[config.mk]
export PLATFORM = sky130hd
export DESIGN_NAME = io_switch_debounce
export DESIGN_NICKNAME = d
export VERILOG_FILES = /design/src/rtl/io_switch_debounce_pkg.sv /design/src/rtl/io_switch_debounce_bit.sv /design/src/rtl/io_switch_debounce.sv
export SDC_FILE = /design/constraint.sdc
export NUM_CORES = 1
export LEC_CHECK = 0
export BUFFER_PORTS_ARGS = -buffer_cell sky130_fd_sc_hd__buf_4
export CORE_MARGIN = 1
export CORE_UTILIZATION = 35
export CTS_CLUSTER_DIAMETER = 40
export DETAILED_ROUTE_END_ITERATION = 8
export GPL_TIMING_DRIVEN = 0
export PLACE_DENSITY = 0.56
export SLEW_MARGIN = 20
export SYNTH_ARGS = -nofsm -noshare
export SYNTH_HDL_FRONTEND = slang
export SYNTH_SLANG_ARGS = --single-unit
[constraint.sdc]
create_clock -name io_clk -period 10.75 [get_ports io_clk]
set_input_delay 2.15 -clock io_clk [delete_from_list [all_inputs] [get_ports io_clk]]
set_output_delay 2.15 -clock io_clk [all_outputs]
set_load 0.02 [all_outputs]
[src/rtl/io_switch_debounce_pkg.sv]
// Shared constants and FSM encoding for the switch debouncer.
package io_switch_debounce_pkg;

  localparam int unsigned IoWidth        = 8;
  localparam int unsigned DefTickDiv     = 50000;
  localparam int unsigned DefStableTicks = 10;

  typedef enum logic {
    StIdle   = 1'b0,
    StSettle = 1'b1
  } db_state_e;

endpackage

[src/rtl/io_switch_debounce_bit.sv]
// One switch bit: two-FF synchroniser, settle FSM with tick counter, output and change pulse.
module io_switch_debounce_bit
  import io_switch_debounce_pkg::*;
#(
  parameter int unsigned STABLE_TICKS = DefStableTicks
) (
  input  logic io_clk,
  input  logic reset,
  input  logic raw,
  input  logic tick,
  output logic out,
  output logic pulse
);

  localparam int unsigned CntW    = $clog2(STABLE_TICKS) + 1;
  localparam logic [CntW-1:0] CntLast = CntW'(STABLE_TICKS - 1);

  logic            sync_meta_q;
  logic            sync_q;
  db_state_e       state_q, state_d;
  logic [CntW-1:0] cnt_q, cnt_d;
  logic            out_q, out_d;
  logic            pulse_q, pulse_d;

  always_ff @(posedge io_clk or posedge reset) begin
    if (reset) begin
      sync_meta_q <= 1'b0;
      sync_q      <= 1'b0;
      state_q     <= StIdle;
      cnt_q       <= '0;
      out_q       <= 1'b0;
      pulse_q     <= 1'b0;
    end else begin
      sync_meta_q <= raw;
      sync_q      <= sync_meta_q;
      state_q     <= state_d;
      cnt_q       <= cnt_d;
      out_q       <= out_d;
      pulse_q     <= pulse_d;
    end
  end

  always_comb begin
    state_d = state_q;
    cnt_d   = cnt_q;
    out_d   = out_q;
    pulse_d = 1'b0;
    unique case (state_q)
      StIdle: begin
        if (sync_q != out_q) begin
          state_d = StSettle;
          cnt_d   = '0;
        end
      end
      StSettle: begin
        // A bounce back to the current level wins over a coincident tick.
        if (sync_q == out_q) begin
          state_d = StIdle;
          cnt_d   = '0;
        end else if (tick) begin
          if (cnt_q == CntLast) begin
            out_d   = sync_q;
            pulse_d = 1'b1;
            state_d = StIdle;
            cnt_d   = '0;
          end else begin
            cnt_d = cnt_q + 1'b1;
          end
        end
      end
      default: begin
        state_d = StIdle;
        cnt_d   = '0;
      end
    endcase
  end

  assign out   = out_q;
  assign pulse = pulse_q;

endmodule

[src/rtl/io_switch_debounce.sv]
// Debounces raw switch inputs into in_port0, with a change pulse and sticky per-bit change flags.
module io_switch_debounce
  import io_switch_debounce_pkg::*;
#(
  parameter int unsigned WIDTH        = IoWidth,
  parameter int unsigned TICK_DIV     = DefTickDiv,
  parameter int unsigned STABLE_TICKS = DefStableTicks
) (
  input  logic             io_clk,
  input  logic             reset,
  input  logic [WIDTH-1:0] raw_in,
  input  logic             clr_flags,
  output logic [WIDTH-1:0] in_port0,
  output logic             in_changed,
  output logic [WIDTH-1:0] change_flags
);

  localparam int unsigned PreW = $clog2(TICK_DIV);
  localparam logic [PreW-1:0] PreLast = PreW'(TICK_DIV - 1);

  logic [PreW-1:0]  pre_q, pre_d;
  logic             tick;
  logic [WIDTH-1:0] pulse;
  logic [WIDTH-1:0] flags_q, flags_d;

  assign tick  = (pre_q == PreLast);
  assign pre_d = tick ? '0 : pre_q + 1'b1;

  always_ff @(posedge io_clk or posedge reset) begin
    if (reset) begin
      pre_q   <= '0;
      flags_q <= '0;
    end else begin
      pre_q   <= pre_d;
      flags_q <= flags_d;
    end
  end

  for (genvar i = 0; i < WIDTH; i++) begin : g_bit
    io_switch_debounce_bit #(
      .STABLE_TICKS(STABLE_TICKS)
    ) u_bit (
      .io_clk(io_clk),
      .reset (reset),
      .raw   (raw_in[i]),
      .tick  (tick),
      .out   (in_port0[i]),
      .pulse (pulse[i])
    );
  end

  // Set has priority over clear so an edge landing with clr_flags is never lost.
  always_comb begin
    flags_d = flags_q;
    if (clr_flags) flags_d = '0;
    flags_d = flags_d | pulse;
  end

  assign in_changed   = |pulse;
  assign change_flags = flags_q;

endmodule

==> results.json, run 1 <==
{
  "ir_drop_mv": 0.0678,
  "dr.first_iter.drc_count": 157,
  "synth_cells": 454,
  "cp-start-kind": "flip-flop",
  "rows": 42,
  "hold_path_class": "flip-flop to flip-flop",
  "cts.sinks": 104,
  "gr-total-overflow": 0,
  "slew_headroom_pct": 55.6,
  "die_w_um": 120,
  "crit_arrival_ps": 1310,
  "p_seq_share_pct": 51.8,
  "grt_usage_pct": 15.2,
  "drv_slew": 0,
  "wirelength_um": 9690,
  "power_density_nw_per_um2": 137,
  "r2r_cells": 7,
  "ant_nets": 0,
  "insertedDiodeCount": 0,
  "reg2reg_slack_ps": 8420,
  "clk_pin_slew_ps": 70,
  "drive_above_1_share_pct": 14.5,
  "vias_per_cell": 5.11,
  "dp_hpwl_um": 6570,
  "power_frac_clock_pct": 44.9,
  "yosys_most_used_dff": "dfrtp_1",
  "die_h_um": 120,
  "path_class": "flip-flop to output pin",
  "worst_slew_pin_slew_ps": 666,
  "cts_root_buf": "clkbuf_16",
  "ctsLongestPathBuffers": 2,
  "ys.warnings.count": 0,
  "design.die.area_um2": 14300,
  "final-hold-violation-count": 0,
  "syn_avg_cell_area_um2": 10.7,
  "final.period_utilization_pct": 32.2,
  "whs_endpoint": "g_bit[3].u_bit.sync_q",
  "core_um2": 13400,
  "reg2reg_from": "pre_q[0]",
  "synthArstFlopShare_pct": 100,
  "grt_antenna_before_repair": 0,
  "utilization_pct": 42.0,
  "setup_violations": 0,
  "worst_ep_required_time_ps": 8600,
  "synthToLayoutAreaGrowth_pct": 15.9,
  "cts_tree": "done",
  "p_int_w": 0.000603,
  "r2r_end": "g_bit[6].u_bit.cnt_q[0]",
  "tns_ps": 0,
  "cp-end-kind": "output pin",
  "layout_commonest_cell": "dfrtp_1",
  "wire_per_inst_um": 14.4,
  "ys_ff_latch": 104,
  "vias": 3445,
  "gp_congestion": 0.799,
  "htreeDepth": 3,
  "grt_pass1_vias": 3537,
  "initial_core_util_pct": 36.2,
  "crit_path_max_fanout": 2,
  "fin_area_um2": 5630,
  "grt_max_degree": 66,
  "portBuffers": 27,
  "switching_share_pct": 21.6,
  "cts_buffers": 9,
  "post-route-drc-count": 0,
  "p_leak_nw": 2.70,
  "place_area_um2": 5310,
  "ys_seq_area_share_pct": 53.6,
  "power_frac_comb_pct": 3.2,
  "cts_setup_buffers": 0,
  "max_freq_mhz": 289,
  "firstDrtPassIters": 4,
  "cap_violations": 0,
  "clkLatencyLatePin_ps": 360,
  "netSwitchingPower_w": 0.000166,
  "final_cell_mix": "104 x dfrtp_1, 38 x nand2_1, 36 x buf_4",
  "outcome": "completed",
  "synth-edff-count": 0,
  "min_path_cells": 0,
  "synth.cell_area_um2": 4850,
  "synth_cell_types": 42,
  "clock_skew_ps": 6.28,
  "io-pin-count": 28,
  "final.min_clock_period_ps": 3460,
  "rsz0062_at_grt": "false",
  "nets": 521,
  "ctsResizeCount": 0,
  "postCtsHoldBufs": 0,
  "synth_nets": 482,
  "grt_pass1_wl_um": 17100,
  "hold_start": "g_bit[3].u_bit.sync_meta_q"
}
## synthesized netlist by cell type (2+ instances only)
cell type	n	share of area, %
dfrtp_1	104	54
nand2_1	38	2.9
o21ai_0	35	3.6
nor2_1	23	1.8
nand3_1	22	2.3
inv_1	19	1.5
ha_1	17	4.4
xor2_1	17	3.1
nand4_1	16	2.1
a21oi_1	15	1.5
and3_1	12	1.5
nor3_1	11	1.1
o31ai_1	11	1.7
o21ai_1	10	1.0
buf_4	9	1.4
a21o_1	8	1.2
mux2_2	8	1.9
nand2b_1	8	1.0
a41oi_1	7	1.3
o21bai_1	7	1.1
xnor2_1	7	1.3
or4bb_1	6	1.4
nor2b_1	5	0.64
buf_6	4	0.93
nor4_1	4	0.52
or3_1	4	0.52
and4_1	3	0.54
buf_2	3	0.31
nor4bb_1	3	0.62
or4_1	3	0.46
and4bb_1	2	0.52
and4bb_2	2	0.52
nor3b_1	2	0.31
## final cells by class
type / instances / area, um2
well taps: 176 / 220
flip-flops and latches: 104 / 2600
multi-input cells: 314 / 2050
plain buffers: 17 / 131
repair buffers: 28 / 230
clock buffers: 12 / 267
clock inverters: 4 / 51.3
fillers: 1303 / 7770
inverters: 19 / 76.3
## registers in the layout (all words and copies together), names as in the netlist
register / flops
g_bit.u_bit.sync_meta_q: 8
g_bit.u_bit.pulse: 8
pre_q: 16
g_bit.u_bit.cnt_q: 40
g_bit.u_bit.sync_q: 8
change_flags: 8
g_bit.u_bit.out: 8
g_bit.u_bit.state_q: 8
## power by group through the flow
stage                     Clock, W  Combinational [W]  Sequential (W)
after global placement           0          0.0000233        0.000406
after CTS                 0.000356          0.0000258        0.000399
after floorplan                  0          0.0000161        0.000406
after global routing      0.000372          0.0000289        0.000399
final                     0.000346          0.0000248        0.000399
after detailed placement         0          0.0000258        0.000406
## per-stage QoR
stage / worst slack [ps] / std cells / hold WS (ps) / power (W)
floorplan: 5870 / 454 / 331 / 0.000422
global placement: 4560 / 657 / 332 / 0.000429
detailed placement: 7630 / 658 / 335 / 0.000432
global route: 7170 / 674 / 361 / 0.000800
finish: 7290 / 674 / 348 / 0.000769
CTS: 7240 / 674 / 350 / 0.000780
## worst max-delay path by stage
stage,start,cells past startpoint,to
after floorplan,reset,1,change_flags[0]
after global placement,reset,2,g_bit[5].u_bit.sync_q
after detailed placement,g_bit[2].u_bit.pulse,3,in_changed
after CTS,g_bit[2].u_bit.pulse,3,in_changed
after global routing,g_bit[2].u_bit.pulse,3,in_changed
final,g_bit[6].u_bit.pulse,3,in_changed
## critical path: stages, from the launching register on
cell     delay (ps)
dfrtp_1         400
nor4_1          280
nand2_1         110
buf_4           170
## cell families (layout without fill, tap and decap cells)
kind of cell	Yosys count	count (layout)	share of synthesized area, %
compound gates	99	99	12.4
xor+xnor	24	24	4.33
fa+ha+maj	17	17	4.38
buf+inv	36	80	4.18
flops	104	104	53.6
mux	8	8	1.86
simple gates	166	166	19.2
## metal layers
| metal | part of all wire [%] | vias up | global-route usage (%) | wire [um] |
|---|---|---|---|---|
| li1 | - | 1708 | - | - |
| met1 | 48 | 1681 | 20.6 | 4660 |
| met2 | 47 | 43 | 23.3 | 4540 |
| met3 | 3.2 | 13 | 3.71 | 314 |
| met4 | 1.9 | 0 | 6.56 | 180 |
| met5 | 0 | - | 0 | 0 |
No activity file was read; power rests on OpenSTA's default activity.
==> run 2: changes to the inputs <==
--- a/config.mk
+++ b/config.mk
@@ -5,13 +5,14 @@
 export SDC_FILE = /design/constraint.sdc
 export NUM_CORES = 1
 export LEC_CHECK = 0
+export ABC_AREA = 1
 export BUFFER_PORTS_ARGS = -buffer_cell sky130_fd_sc_hd__buf_4
 export CORE_MARGIN = 1
 export CORE_UTILIZATION = 35
 export CTS_CLUSTER_DIAMETER = 40
 export DETAILED_ROUTE_END_ITERATION = 8
 export GPL_TIMING_DRIVEN = 0
-export PLACE_DENSITY = 0.56
+export PLACE_DENSITY = 0.57
 export SLEW_MARGIN = 20
 export SYNTH_ARGS = -nofsm -noshare
 export SYNTH_HDL_FRONTEND = slang
==> constraint.sdc (replaced) <==
create_clock -name io_clk -period 2.9 [get_ports io_clk]
set_input_delay 0.58 -clock io_clk [delete_from_list [all_inputs] [get_ports io_clk]]
set_output_delay 0.58 -clock io_clk [all_outputs]
set_load 0.02 [all_outputs]
==> run 2 against run 1 <==
Combinational power rose to 4.6 times the previous value. Routed wire length increased by 11%. Clock power rose to 3.9 times the previous value. Hold slack got worse by 40 ps. Non-clock buffer count grew 4. Critical path depth unchanged.
==> results.json, run 2 <==
{
  "clock_skew_ps": 7.66,
  "wirelength_um": 10700,
  "portBuffers": 26,
  "dp_hpwl_um": 7510,
  "vias": 3931,
  "outcome": "completed",
  "top_register": "g_bit.u_bit.cnt_q",
  "io-pin-count": 28,
  "clk_pin_slew_ps": 70,
  "grt_max_degree": 29,
  "crit_arrival_ps": 1700,
  "synthToLayoutAreaGrowth_pct": 15.9,
  "die_h_um": 123,
  "setup_violations": 0,
  "htreeDepth": 3,
  "synth-edff-count": 0,
  "cap_violations": 0,
  "final.period_utilization_pct": 78.8,
  "gp_congestion": 0.826,
  "worst_ep_required_time_ps": 2320,
  "final_cell_mix": "106 x nand2_1, 104 x dfrtp_1, 83 x nand3_1",
  "vias_per_cell": 4.93,
  "ys_seq_area_share_pct": 50.6,
  "rows": 43,
  "synth_nets": 601,
  "reg.largest.list": "g_bit.u_bit.cnt_q x40, pre_q x16",
  "post-route-drc-count": 0,
  "worst_slew_pin_slew_ps": 772,
  "syn_avg_cell_area_um2": 8.98,
  "cts_setup_buffers": 0,
  "largest_reg_flops": 40,
  "core_um2": 14100,
  "crit_path_max_fanout": 2,
  "synth.cell_area_um2": 5140,
  "hold_path_class": "input port to async pin",
  "yosys_most_used_dff": "dfrtp_1",
  "initial_core_util_pct": 36.5,
  "cts_buffers": 9,
  "ys.warnings.count": 0,
  "rsz0062_at_grt": "false",
  "ctsResizeCount": 0,
  "ctsLongestPathBuffers": 2,
  "synth_top_area_share_pct": 50.6,
  "cts.sinks": 104,
  "final.min_clock_period_ps": 2280,
  "netlist_top_cells_count": "106 x nand2_1, 104 x dfrtp_1, 83 x nand3_1, 56 x inv_1, 49 x nor2_1",
  "layout_commonest_cell": "nand2_1",
  "tns_ps": 0,
  "design.die.area_um2": 15200,
  "synth_cell_types": 27,
  "gr-total-overflow": 0,
  "die_w_um": 123,
  "nets": 641,
  "utilization_pct": 42.3,
  "synth_top_area_cell": "dfrtp_1",
  "ys_top_cells_by_area": "dfrtp_1 51%, nand3_1 8.1%, nand2_1 7.7%",
  "slew_headroom_pct": 48.1,
  "drv_slew": 0,
  "cp-start-kind": "flip-flop",
  "wire_per_inst_um": 13.5,
  "grt_pass1_wl_um": 18100,
  "cp-end-kind": "output pin",
  "firstDrtPassIters": 4,
  "yosysMostFrequentCell": "nand2_1",
  "max_freq_mhz": 438,
  "ir_drop_mv": 0.295,
  "grt_usage_pct": 15.5,
  "clkLatencyLatePin_ps": 340,
  "synth_cells": 573,
  "postCtsHoldBufs": 0,
  "p_leak_nw": 3.03,
  "final-hold-violation-count": 0,
  "drive_above_1_share_pct": 12.5,
  "insertedDiodeCount": 0,
  "power_density_nw_per_um2": 491,
  "path_class": "flip-flop to output pin",
  "dr.first_iter.drc_count": 258,
  "grt_pass1_vias": 3796,
  "ys_ff_latch": 104,
  "synthArstFlopShare_pct": 100,
  "cts_tree": "done",
  "ant_nets": 0,
  "grt_antenna_before_repair": 0,
  "cts_root_buf": "clkbuf_16"
}
==> run 2: cell types whose count changed after synthesis, moves of 9 or more <==
cell	before	now
a21oi_1	15	3
and3_1	12	0
inv_1	19	56
nand2_1	38	106
nand3_1	22	83
nand3b_1	0	9
nand4_1	16	26
nor2_1	23	49
o21ai_0	35	3
o21ai_1	10	0
o31ai_1	11	0
xnor2_1	7	17
xor2_1	17	26
==> run 2: routing by layer <==
metal / GRT usage (%) / part of all wire, %
met1: 20.2 / 51
met2: 25.1 / 45
met3: 3.04 / 3.1
met4: 6.48 / 1.6
met5: 0 / 0
==> run 2: where the power goes <==
group / leakage [nW] / internal [W] / total (W) / switching (W)
clock network: 0.165 / 0.000803 / 0.00134 / 0.000536
logic: 1.48 / 0.0000317 / 0.000113 / 0.0000815
registers: 1.38 / 0.00147 / 0.00147 / 0.00000840
total: 3.03 / 0.00230 / 0.00293 / 0.000626
==> run 2: cell type report <==
cell class	count	area (um2)
Inverter	58	221
Buffer	20	131
Clock buffer	11	253
Multi-Input combinational cell	391	2190
Fill cell	1370	8140
Timing Repair Buffer	29	255
Tap cell	180	225
Clock inverter	5	78.8
Sequential cell	104	2600
==> run 2: path summary, 6_finish.rpt <==
path	slack (ps)	endpoint	startpoint	cells after the start
worst max-delay path	620	in_changed	g_bit[6].u_bit.pulse	3
worst min-delay path	310	g_bit[3].u_bit.sync_meta_q	reset	2
worst max register to register	960	g_bit[4].u_bit.state_q	pre_q[0]	7
worst min register to register	350	g_bit[4].u_bit.sync_q	g_bit[4].u_bit.sync_meta_q	0
max in group asynchronous	1840	g_bit[4].u_bit.cnt_q[1]	reset	4
min in group io_clk	340	g_bit[0].u_bit.sync_meta_q	raw_in[0]	1
==> run 2: kinds of logic after synthesis <==
group | after synthesis | synth area share [%]
and+or+nand+nor | 308 | 28.3
DFF | 104 | 50.6
adders and majority gates | 17 | 4.14
AOI/OAI and AO/OA | 23 | 2.87
buffers and inverters | 78 | 6.79
xor gates and xnor gates | 43 | 7.32
==> run 2: worst max-delay path, cell delays in order, from the launching register on <==
cell and delay [ps]:
dfrtp_1 380, nor4_1 690, nand2_1 120, buf_4 180
==> run 2: metrics by stage <==
step	setup WS (ps)	power, W	hold slack [ps]	instance area, um2	cells
floorplan	1070	0.00157	331	5150	573
global placement	333	0.00161	334	5570	779
detailed placement	952	0.00162	335	5630	782
CTS	610	0.00297	324	5960	798
global route	512	0.00303	321	5960	798
finish	616	0.00293	308	5960	798
==> run 3: changes to the inputs <==
--- a/config.mk
+++ b/config.mk
@@ -5,14 +5,14 @@
 export SDC_FILE = /design/constraint.sdc
 export NUM_CORES = 1
 export LEC_CHECK = 0
-export ABC_AREA = 1
+export ABC_AREA = 0
 export BUFFER_PORTS_ARGS = -buffer_cell sky130_fd_sc_hd__buf_4
 export CORE_MARGIN = 1
 export CORE_UTILIZATION = 35
 export CTS_CLUSTER_DIAMETER = 40
 export DETAILED_ROUTE_END_ITERATION = 8
 export GPL_TIMING_DRIVEN = 0
-export PLACE_DENSITY = 0.57
+export PLACE_DENSITY = 0.56
 export SLEW_MARGIN = 20
 export SYNTH_ARGS = -nofsm -noshare
 export SYNTH_HDL_FRONTEND = slang
==> constraint.sdc (replaced) <==
create_clock -name io_clk -period 2.3 [get_ports io_clk]
set_input_delay 0.46 -clock io_clk [delete_from_list [all_inputs] [get_ports io_clk]]
set_output_delay 0.46 -clock io_clk [all_outputs]
set_load 0.02 [all_outputs]
==> run 3 against run 2 <==
Clock power up 19%. Sequential power rose by 27%. Critical path depth rose by 5. Final cell count down 15%.
==> results.json, run 3 (same netlist as run 1, synthesis figures left out) <==
{
  "cts.sinks": 104,
  "final_cell_mix": "104 x dfrtp_1, 38 x buf_4, 38 x nand2_1",
  "layout_commonest_cell": "dfrtp_1",
  "clock_skew_ps": 6.52,
  "post-route-drc-count": 0,
  "worst_ep_required_time_ps": 2560,
  "nFillCells": 1264,
  "timing.final.ws_setup_ps": 190,
  "setup_violations": 0,
  "synthToLayoutAreaGrowth_pct": 16.8,
  "grt_pass1_vias": 3552,
  "drive_above_1_share_pct": 15.4,
  "r2r_cells": 8,
  "firstDrtPassIters": 4,
  "dr.first_iter.drc_count": 131,
  "insertedDiodeCount": 0,
  "vias_per_cell": 5.20,
  "max_freq_mhz": 474,
  "ir_drop_mv": 0.327,
  "drv_slew": 0,
  "die_h_um": 120,
  "hold_path_class": "input port to async pin",
  "grt_usage_pct": 15.4,
  "wire_per_inst_um": 14.4,
  "dp_hpwl_um": 6680,
  "top_layer": "met4",
  "p_leak_nw": 2.72,
  "grt_antenna_before_repair": 0,
  "clkLatencyLatePin_ps": 350,
  "worst_slew_pin_slew_ps": 573,
  "final.min_clock_period_ps": 2110,
  "cp-end-kind": "flip-flop",
  "crit_arrival_ps": 2370,
  "outcome": "completed",
  "power_density_nw_per_um2": 630,
  "reg.largest.list": "g_bit.u_bit.cnt_q x40, pre_q x16",
  "reg2reg_slack_ps": 190,
  "ctsLongestPathBuffers": 2,
  "initial_core_util_pct": 36.2,
  "drt-met1-wl_um": 4740,
  "final-hold-violation-count": 0,
  "portBuffers": 27,
  "die_w_um": 120,
  "slew_headroom_pct": 61.3,
  "largest_reg_flops": 40,
  "crit_path_max_fanout": 10,
  "route.met3.wl_um": 307,
  "io-pin-count": 28,
  "vias": 3520,
  "ant_nets": 0,
  "route.met2.wl_um": 4550,
  "top_register": "g_bit.u_bit.cnt_q",
  "final.period_utilization_pct": 91.7,
  "cts_buffers": 9,
  "cp-start-kind": "flip-flop",
  "cap_violations": 0,
  "wirelength_um": 9780,
  "tns_ps": 0,
  "path_class": "flip-flop to flip-flop",
  "grt_max_degree": 34,
  "core_um2": 13400,
  "gp_congestion": 0.816,
  "grt_pass1_wl_um": 17200,
  "design.die.area_um2": 14300,
  "cts_tree": "done",
  "rows": 42,
  "cts_root_buf": "clkbuf_16",
  "gr-total-overflow": 0,
  "nets": 525,
  "place_ws_ps": -87.5,
  "rsz0062_at_grt": "false",
  "htreeDepth": 3,
  "clk_pin_slew_ps": 70
}
[run 3: final timing paths]
check / start / to
setup / recovery: pre_q[0] / g_bit[4].u_bit.cnt_q[4]
hold reg to reg: g_bit[6].u_bit.sync_meta_q / g_bit[6].u_bit.sync_q
min in group io_clk: raw_in[4] / g_bit[4].u_bit.sync_meta_q
setup reg to reg: pre_q[0] / g_bit[4].u_bit.cnt_q[4]
max in group asynchronous: reset / pre_q[1]
hold / removal: reset / g_bit[2].u_bit.state_q
[run 3: metal layers]
layer,GRT usage [%],up-vias
met3,3.33,12
met4,7.73,0
met1,19.9,1743
met5,0,-
met2,24.3,46
li1,-,1719
[run 3: stage by stage]
| step | util [%] | total power (W) | cell area, um2 | hold WS, ps | std cells |
|---|---|---|---|---|---|
| 4_1_cts | 42.1 | 0.00363 | 5650 | 80.7 | 675 |
| 3_5_place_dp | 39.9 | 0.00202 | 5340 | 335 | 660 |
| 2_1_floorplan | - | 0.00197 | 4860 | 331 | 454 |
| 5_1_grt | 42.3 | 0.00373 | 5670 | 92.7 | 677 |
| 6_report | 42.3 | 0.00357 | 5670 | 82.2 | 677 |
| 3_3_place_gp | 39.4 | 0.00201 | 5280 | 333 | 657 |
[run 3: critical path, stage by stage, from the launching register on]
cell and delay, ps:
dfrtp_1 400, ha_2 260, nor4b_2 250, and4_1 210, buf_4 200, buf_6 180
buf_6 170, nand4_1 110, o31ai_1 220
[run 3: area by class of cell]
type                            count  area (um2)  share of cell area, %
Sequential cell                   104        2600                   45.9
Clock buffer                       12         267                   4.70
Multi-Input combinational cell    314        2050                   36.2
Buffer                             17         138                   2.43
Timing Repair Buffer               32         278                   4.90
Tap cell                          176         220                   3.88
Inverter                           19        75.1                   1.32
Clock inverter                      3        40.0                  0.706
[run 3: power by group]
part	switching [W]	leakage, nW	internal, W
registers	0.0000144	1.38	0.00185
logic	0.0000804	1.19	0.0000411
clock network	0.000662	0.154	0.000923
total	0.000757	2.72	0.00281
[run 3: timing repair]
action                     in CTS  in global routing
resized for setup               1                  3
hold buffers                    0                  0
setup buffers                   0                  2
setup endpoints to repair       1                 36
pin swaps                       0                  1
